File: src/rtl/ows_pkg.sv
// Shared definitions for the output write sequencer: state encoding and
// the width helper used to size the channel and hold counters.
package ows_pkg;

  typedef enum logic [1:0] {
    OWS_IDLE  = 2'd0,
    OWS_WRITE = 2'd1,
    OWS_HOLD  = 2'd2,
    OWS_DRAIN = 2'd3
  } ows_state_t;

  // Bits needed to count 0..n-1, never less than one bit.
  function automatic int clog2_min1(input int n);
    if (n <= 2) begin
      return 1;
    end else begin
      return $clog2(n);
    end
  endfunction

endpackage

File: src/rtl/ows_counter.sv
// Up-counter with synchronous clear (priority over enable) and a flag that
// reports when the count equals a caller-supplied terminal value.
module ows_counter #(
  parameter int W = 2
) (
  input  logic         clk,
  input  logic         rst_n,
  input  logic         clr,
  input  logic         en,
  input  logic [W-1:0] term,
  output logic [W-1:0] cnt,
  output logic         at_term
);

  // Count register: clear wins over enable.
  always_ff @(posedge clk or negedge rst_n) begin
    if (!rst_n) begin
      cnt <= '0;
    end else if (clr) begin
      cnt <= '0;
    end else if (en) begin
      cnt <= cnt + W'(1);
    end
  end

  assign at_term = (cnt == term);

endmodule

File: src/rtl/output_write_sequencer.sv
// Turns a PE-array done level into one masked write per output channel,
// followed by a quiet hold interval and a wait for done to drop.
module output_write_sequencer
  import ows_pkg::*;
#(
  parameter int NUM_CH      = 4,
  parameter int HOLD_CYCLES = 5,
  parameter int CH_W        = clog2_min1(NUM_CH),
  parameter int HOLD_W      = clog2_min1(HOLD_CYCLES + 1)
) (
  input  logic              clk,
  input  logic              rst_n,
  input  logic              done,
  input  logic              ready,
  input  logic [NUM_CH-1:0] ch_mask,
  input  logic              stall_clr,
  output logic              w_en,
  output logic [CH_W-1:0]   w_ch,
  output logic              stall,
  output logic              busy,
  output logic              burst_done
);

  localparam logic [CH_W-1:0]   CH_LAST   = CH_W'(NUM_CH - 1);
  localparam logic [HOLD_W-1:0] HOLD_LAST = HOLD_W'((HOLD_CYCLES > 0) ? HOLD_CYCLES - 1 : 0);

  ows_state_t        state_r;
  ows_state_t        state_next_s;
  logic [NUM_CH-1:0] mask_r;
  logic [CH_W-1:0]   ch_cnt_s;
  logic              ch_last_s;
  logic [HOLD_W-1:0] hold_cnt_s;
  logic              hold_last_s;
  logic              ch_on_s;
  logic              advance_s;
  logic              capture_s;
  logic              ch_clr_s;
  logic              ch_en_s;
  logic              hold_clr_s;
  logic              hold_en_s;
  logic              unused_hold_s;

  assign ch_on_s       = mask_r[ch_cnt_s];
  assign unused_hold_s = ^hold_cnt_s;

  ows_counter #(.W(CH_W)) u_ch_cnt (
    .clk     (clk),
    .rst_n   (rst_n),
    .clr     (ch_clr_s),
    .en      (ch_en_s),
    .term    (CH_LAST),
    .cnt     (ch_cnt_s),
    .at_term (ch_last_s)
  );

  ows_counter #(.W(HOLD_W)) u_hold_cnt (
    .clk     (clk),
    .rst_n   (rst_n),
    .clr     (hold_clr_s),
    .en      (hold_en_s),
    .term    (HOLD_LAST),
    .cnt     (hold_cnt_s),
    .at_term (hold_last_s)
  );

  // State register.
  always_ff @(posedge clk or negedge rst_n) begin
    if (!rst_n) begin
      state_r <= OWS_IDLE;
    end else begin
      state_r <= state_next_s;
    end
  end

  // Channel mask is frozen when a done event is accepted.
  always_ff @(posedge clk or negedge rst_n) begin
    if (!rst_n) begin
      mask_r <= '0;
    end else if (capture_s) begin
      mask_r <= ch_mask;
    end
  end

  // Next-state, counter control and output decode.
  always_comb begin
    state_next_s = state_r;
    capture_s    = 1'b0;
    advance_s    = 1'b0;
    ch_clr_s     = 1'b0;
    ch_en_s      = 1'b0;
    hold_clr_s   = 1'b0;
    hold_en_s    = 1'b0;
    w_en         = 1'b0;
    w_ch         = '0;
    stall        = 1'b0;
    busy         = 1'b1;
    burst_done   = 1'b0;
    case (state_r)
      OWS_IDLE: begin
        busy  = 1'b0;
        stall = done & ~stall_clr;
        if (done) begin
          capture_s    = 1'b1;
          ch_clr_s     = 1'b1;
          state_next_s = OWS_WRITE;
        end else begin
          state_next_s = OWS_IDLE;
        end
      end
      OWS_WRITE: begin
        w_ch      = ch_cnt_s;
        w_en      = ready & ch_on_s;
        stall     = ~stall_clr;
        // A masked-off channel retires in one cycle regardless of ready.
        advance_s = ready | ~ch_on_s;
        if (advance_s && ch_last_s) begin
          burst_done = 1'b1;
          ch_clr_s   = 1'b1;
          if (HOLD_CYCLES > 0) begin
            hold_clr_s   = 1'b1;
            state_next_s = OWS_HOLD;
          end else begin
            state_next_s = OWS_DRAIN;
          end
        end else begin
          ch_en_s      = advance_s;
          state_next_s = OWS_WRITE;
        end
      end
      OWS_HOLD: begin
        hold_en_s = 1'b1;
        if (hold_last_s) begin
          state_next_s = OWS_DRAIN;
        end else begin
          state_next_s = OWS_HOLD;
        end
      end
      OWS_DRAIN: begin
        if (!done) begin
          state_next_s = OWS_IDLE;
        end else begin
          state_next_s = OWS_DRAIN;
        end
      end
      default: begin
        busy         = 1'b0;
        ch_clr_s     = 1'b1;
        hold_clr_s   = 1'b1;
        state_next_s = OWS_IDLE;
      end
    endcase
  end

endmodule

File: config.mk
export PLATFORM = sky130hd
export DESIGN_NAME = output_write_sequencer
export DESIGN_NICKNAME = d
export VERILOG_FILES = /design/src/rtl/ows_pkg.sv /design/src/rtl/ows_counter.sv /design/src/rtl/output_write_sequencer.sv
export SDC_FILE = /design/constraint.sdc
export NUM_CORES = 1
export LEC_CHECK = 0
export ABC_AREA = 1
export CAP_MARGIN = 20
export CORE_ASPECT_RATIO = 1.1
export CORE_MARGIN = 2
export CORE_UTILIZATION = 30
export CTS_CLUSTER_SIZE = 25
export DETAILED_ROUTE_END_ITERATION = 10
export GPL_TIMING_DRIVEN = 0
export PLACE_DENSITY_LB_ADDON = 0.08
export SETUP_SLACK_MARGIN = 0.1
export SLEW_MARGIN = 0
export SYNTH_ARGS = -nofsm -noshare
export SYNTH_HDL_FRONTEND = slang
export SYNTH_SLANG_ARGS = --single-unit
File: constraint.sdc
create_clock -name clk -period 2.95 [get_ports clk]
set_clock_uncertainty 0.2 [all_clocks]
set_input_delay 0.885 -clock clk [delete_from_list [all_inputs] [get_ports clk]]
set_output_delay 0.885 -clock clk [all_outputs]
set_load 0.02 [all_outputs]
==> impl_metrics.csv, run 1 <==
group,metric,value,unit
status,outcome,"finished clean",
sta,fin_crit_sh,0.9114,
pwr,p_leak,0.4815,nW
clocking,cts_tree,"built",
global_route,grt_pass1_wl,2014,µm
cells_and_area,design_area,882.1,µm²
cells_and_area,layout_common_cells,"nand2_1 (13), dfrtp_1 (11), inv_1 (8)",
setup_path,cp.arrival,1600,ps
sta,fmax,0.3719,GHz
setup_path,end_kind,"output port",
setup_path,start_kind,"input pin",
setup_path,reg2regPathDepth,8,
sta,max_slew.worst_pin.slew,501.3,ps
sta,maxSlewHeadroom,0.6647,
setup_path,crit_type,"input pin to output port",
clocking,clk_latency,270,ps
setup_path,crit_fanout,1,
global_route,grt_max_degree,12,
setup_path,timing.rr.start,"u_ch_cnt.cnt[0]$_DFFE_PN0P_",
synth,synth-seq-cells,11,
pwr,ir_drop,0.0003807,V
setup_path,crit_chain,"clkdlybuf4s50_1 -> a211oi_2 -> buf_4",
sta,period_needed,2689,ps
synth,avgSynthCellArea,9.080,µm²
synth,yosysSeqAreaShare,0.4097,
pwr,p_total,0.0008040,W
setup_path,crit_required,1870,ps
drt,routedWlPerCell,10.20,µm
die,die-width,49.12,µm
global_route,antenna_found_initial,0,
setup_path,r2r_end,"u_hold_cnt.cnt[0]$_DFFE_PN0P_",
min_path,min-delay-start,"mask_r[1]$_DFFE_PN0P_",
synth,synth_cells,74,
drt,routed_wl,1234,µm
cells_and_area,diodes,0,
cells_and_area,fin_util,0.4275,
die,core_region_area,2063,µm²
clocking,path_clk_slew,70,ps
place,gp_congestion,0.6453,
drt,drtIter0Drc,2,
cells_and_area,area_growth,31.28,%
cells_and_area,drive_gt1_frac,0.3011,
global_route,grt_pass1_vias,455,
min_path,hold_end,"mask_r[1]$_DFFE_PN0P_",
place,dp.cells,116,
sta,rsz0062_at_grt,"false",
clocking,numCtsBuffers,3,
clocking,htreeDepth,1,
drt,final_antenna_net_count,0,
die,die_y,53.64,µm
pwr,power_density,911.4,nW/µm²
synth,yosys_warnings,0,
place,hpwl,935.8,µm
setup_path,r2r_slack,1470,ps
drt,drc_errors,0,
die,row_count,17,
cells_and_area,layout.nets,106,
clocking,cts_max_path_buffers,2,
sta,final.setup.tns,0,ps
min_path,hp-class,"flop to flop",
synth,syn-num-nets,86,
cells_and_area,mostFrequentLayoutCell,"nand2_1",
run,cap_violations,0,
synth,yosysUniqueCellTypes,20,
place,numPortBuffers,14,
sta,finalHoldViolations,0,
die,fp.dieArea,2635,µm²
global_route,overflow,0,
clocking,cts_sinks,11,
drt,via_per_inst,4.215,
place,post_dp_cell_area,847.1,µm²
sta,slew_violations,0,
setup_path,critPathMaxStageDelay,410,ps
sta,finalSetupViolations,0,
drt,firstDrtPassIters,4,
die,start_util,0.3257,
setup_path,cpMaxStageDelayCell,"clkdlybuf4s50_1",
cells_and_area,fin_cells,121,
drt,vias,510,
die,ioPinCount,15,
global_route,globalRouteTotalUtil,0.1048,
min_path,min_path_cells,1,
clocking,cts-root-buf,"clkbuf_4",
synth,syn_area,671.9,µm²
stage by stage:
| stage | setup slack (ps) | hold slack [ps] |
|---|---|---|
| global placement | -460.6 | 297.0 |
| CTS | 54.47 | 319.8 |
| finish | 261.3 | 312.5 |
| detailed placement | -450.5 | 303.6 |
| global route | 193.7 | 335.8 |
| floorplan | 374.1 | 272.7 |
state kept, by name (all words and copies together), names as in the netlist:
register and count:
u_hold_cnt.cnt 3, mask_r 4, u_ch_cnt.cnt 2, state_r 2
layer usage:
metal | track usage | wire (µm) | up-vias | share of wire
met4 | 0.07143 | 23 | 0 | 0.019
li1 | - | - | 270 | -
met2 | 0.1599 | 530 | 10 | 0.43
met1 | 0.1313 | 625 | 226 | 0.51
met3 | 0.02778 | 55 | 4 | 0.045
met5 | 0 | 0 | - | 0
kinds of logic (layout without fill, tap and decap cells):
| family | Yosys count | in the layout | share of synthesized area |
|---|---|---|---|
| and+or+nand+nor | 36 | 36 | 0.3128 |
| buffers and inverters | 15 | 34 | 0.08379 |
| DFF | 11 | 11 | 0.4097 |
| AOI/OAI and AO/OA | 4 | 4 | 0.03538 |
| muxes | 4 | 4 | 0.08939 |
| adders and majority gates | 3 | 3 | 0.05587 |
| xor gates and xnor gates | 1 | 1 | 0.01304 |
final cells by class:
cell class | count | area [µm²]
fill | 215 | 1181
multi-input combinational | 48 | 345.3
sequential | 11 | 275.3
timing repair buffer | 15 | 143.9
inverter | 15 | 56.30
tap | 28 | 35.03
clock buffer | 4 | 26.28
what timing repair did:
item,4_1_cts,5_1_grt
pin swaps,0,1
buffers inserted,1,0
setup endpoints to repair,3,3
hold buffers,0,0
resized for setup,17,4
where the power goes:
group          internal [W]  total [W]  switching, W
combinational      0.000192   0.000423      0.000231
sequential         0.000217   0.000277     0.0000600
clock             0.0000523   0.000104     0.0000519
total              0.000461   0.000804      0.000343
worst max-delay path: cells and delay by family:
kind	cells	cell delay [ps]
AOI/OAI and AO/OA	1	140
buffers and inverters	2	580
Yosys cell counts:
cell type,count,share of area
a211oi_1,1,0.011
dfrtp_1,11,0.41
o21ai_1,1,0.0074
nand2_1,13,0.073
mux2_4,4,0.089
nand3_4,2,0.052
a31oi_1,1,0.0093
clkinv_1,1,0.0056
a21oi_1,1,0.0074
inv_1,9,0.050
nor2_4,2,0.034
nand2_2,3,0.028
inv_2,5,0.028
nor2_1,5,0.028
xor2_1,1,0.013
nand3_2,2,0.030
nor3_1,1,0.0074
ha_1,3,0.056
nor2_2,1,0.0093
nand3_1,7,0.052
how the worst max path moves through the flow:
stage,startpoint,end,depth (start not counted)
2_1_floorplan,done,stall,2
3_3_place_gp,ready,burst_done,6
3_5_place_dp,ready,burst_done,6
4_1_cts,ready,burst_done,6
5_1_grt,stall_clr,stall,3
6_report,stall_clr,stall,3
(Power assumes the default switching activity.)
==> run 2, diff against run 1 <==
--- a/config.mk
+++ b/config.mk
@@ -5,7 +5,6 @@
 export SDC_FILE = /design/constraint.sdc
 export NUM_CORES = 1
 export LEC_CHECK = 0
-export ABC_AREA = 1
 export CAP_MARGIN = 20
 export CORE_ASPECT_RATIO = 1.1
 export CORE_MARGIN = 2
==> run 2 against run 1 <==
First-iteration DRC count decreased by 50%. Register-to-register slack worse by 280 ps. Via count fell by 0.39%. Largest power group unchanged.
==> impl_metrics.csv, run 2 <==
group,metric,value,unit
status,outcome,"finished clean",
min_path,min_path_cells,1,
die,die_y,53.36,µm
setup_path,crit_fanout,3,
drt,final_antenna_net_count,0,
drt,drtIter0Drc,1,
clocking,cts_tree,"built",
setup_path,crit_type,"input pin to output port",
synth,synth_cells,60,
global_route,grt_pass1_vias,472,
setup_path,crit_family,"buffers and inverters",
global_route,globalRouteTotalUtil,0.1203,
synth,synth_compound_area_frac,0.1412,
synth,synthArstFlopShare,1.000,
drt,firstDrtPassIters,2,
clocking,htreeDepth,1,
pwr,p_leak,0.4338,nW
drt,routedWlPerCell,11.45,µm
run,cap_violations,0,
sta,fin_crit_sh,0.9544,
clocking,holdBufCountCts,0,
global_route,grt_pass1_wl,2242,µm
setup_path,critPathLaunch,"done",
cells_and_area,top_regs,"mask_r (4), u_hold_cnt.cnt (3)",
sta,final.setup.tns,0,ps
drt,drc_errors,0,
cells_and_area,layout_common_cells,"dfrtp_1 (11), clkdlybuf4s50_1 (8), buf_4 (6)",
clocking,cts-root-buf,"clkbuf_4",
cells_and_area,area_growth,37.10,%
synth,synth_most_common_cell,"dfrtp_1",
place,numPortBuffers,14,
synth,yosysTopAreaCell,"dfrtp_1",
clocking,cts_sinks,11,
setup_path,cp.depth,4,
cells_and_area,fin_util,0.4461,
clocking,path_clk_slew,70,ps
synth,yosys_warnings,0,
sta,finalHoldViolations,0,
synth,synth_top_family_by_area,"simple AND/OR/NAND/NOR gates",
setup_path,timing.rr.start,"u_ch_cnt.cnt[1]$_DFFE_PN0P_",
drt,routed_wl,1260,µm
global_route,antenna_found_initial,0,
synth,syn_area,664.4,µm²
synth,ys.flop_type,"dfrtp_1",
die,fp.dieArea,2607,µm²
sta,max_slew.worst_pin.slew,519.3,ps
min_path,hp-class,"flop to flop",
setup_path,cpMaxStageDelayCell,"clkdlybuf4s50_1",
synth,synth_common_cells,"dfrtp_1 (11), nor2_1 (6), mux2_2 (5)",
cells_and_area,drive_gt1_frac,0.3049,
die,row_count,17,
cells_and_area,layout.nets,95,
synth,syn-num-nets,72,
cells_and_area,regMostFlops,"mask_r",
synth,synthMuxAreaShare,0.1525,
sta,fmax,0.3552,GHz
pwr,ir_drop,0.0004255,V
setup_path,critPathMaxStageDelay,450,ps
min_path,min-delay-start,"mask_r[1]$_DFFE_PN0P_",
clocking,numCtsBuffers,3,
setup_path,crit_required,1870,ps
setup_path,cp.arrival,1730,ps
die,die-width,48.87,µm
global_route,grt_max_degree,12,
sta,rsz0062_at_grt,"false",
synth,synth_edf_count,0,
setup_path,end_kind,"output port",
cells_and_area,largest_register_ffs,4,
place,gp_congestion,0.7560,
sta,period_needed,2815,ps
clocking,clk_latency,260,ps
sta,slew_violations,0,
drt,vias,508,
setup_path,crit_chain,"clkdlybuf4s50_1 -> o21bai_2 -> nor2_1 -> buf_4",
cells_and_area,mostFrequentLayoutCell,"dfrtp_1",
die,ioPinCount,15,
synth,avgSynthCellArea,11.07,µm²
cells_and_area,design_area,910.9,µm²
setup_path,start_kind,"input pin",
global_route,overflow,0,
drt,via_per_inst,4.618,
synth,yosysUniqueCellTypes,28,
setup_path,reg2regPathDepth,5,
cells_and_area,diodes,0,
pwr,power_density,1042,nW/µm²
setup_path,cp.buffers_inverters,2,
sta,maxSlewHeadroom,0.6527,
die,start_util,0.3254,
synth,synthSimpleGateAreaFrac,0.1808,
synth,synth_top_area_share,0.4143,
clocking,cts_max_path_buffers,2,
synth,yosysSeqAreaShare,0.4143,
synth,synthTopCellsByArea,"dfrtp_1 (41%), mux2_2 (8.5%), ha_1 (5.6%)",
synth,synthAdderAreaFrac,0.05650,
synth,synth_xor_area_frac,0.02637,
die,core_region_area,2042,µm²
sta,finalSetupViolations,0,
place,hpwl,898.3,µm
place,post_dp_cell_area,839.6,µm²
synth,synth-seq-cells,11,
-- run 2: changes by cell type after synthesis, sizes merged, moves of 3 or more --
cell   delta
inv      -11
nand3    -10
nand2    -15
mux2i     +3
-- run 2: power by group --
group          total, W  internal (W)  switching, W
sequential     0.000300      0.000227     0.0000726
combinational  0.000546      0.000297      0.000249
clock          0.000103     0.0000522     0.0000512
total          0.000949      0.000576      0.000373
-- run 2: metrics by stage --
stage	hold slack (ps)	power [W]	std cells	setup slack [ps]
floorplan	275.0	0.0006559	60	452.0
global placement	287.4	0.0008051	102	-730.5
detailed placement	292.8	0.0008084	102	-710.2
CTS	310.5	0.0009360	108	126.7
global route	324.1	0.001028	110	95.46
finish	303.6	0.0009487	110	134.5
-- run 2: worst reg2reg max path, cell delays in order (launching register included) --
cell	delay [ps]
dfrtp_1	440
mux2_2	420
a221oi_4	280
buf_4	160
buf_4	120
nor2_1	50
-- run 2: cell type report --
type | count | area, µm²
Fill cell | 215 | 1131
Multi-Input combinational cell | 44 | 381.6
Sequential cell | 11 | 275.3
Timing Repair Buffer | 19 | 176.4
Tap cell | 28 | 35.03
Clock buffer | 4 | 26.28
Inverter | 3 | 11.26
Buffer | 1 | 5.005
-- run 2: per-layer routing --
metal  share of wire  global-route usage  vias to the layer above  routed length (µm)
li1                -                   -                      252                   -
met1            0.48              0.1456                      242                 605
met2            0.46              0.1826                       12                 575
met3           0.049             0.03672                        2                  62
met4           0.013             0.08571                        0                  16
met5               0                   0                        -                   0
-- run 2: kinds of logic after synthesis --
logic type / Yosys count
buf+inv: 5
mux: 9
fa+ha+maj: 3
flops: 11
compound gates: 10
xor+xnor: 2
simple gates: 20
-- run 2: what timing repair did --
action,CTS,global route
setup endpoints to repair,5,4
setup buffers,2,3
endpoints found under the hold margin,0,0
gates resized for setup,18,3
pin swaps,1,2
-- run 2: final timing paths --
kind	end	slack [ps]
max in group asynchronous	mask_r[1]$_DFFE_PN0P_	1440
min	mask_r[1]$_DFFE_PN0P_	300
min reg2reg	mask_r[1]$_DFFE_PN0P_	300
max reg2reg	u_hold_cnt.cnt[1]$_DFFE_PN0P_	1190
max	stall	130
min in group asynchronous	u_hold_cnt.cnt[2]$_DFFE_PN0P_	760
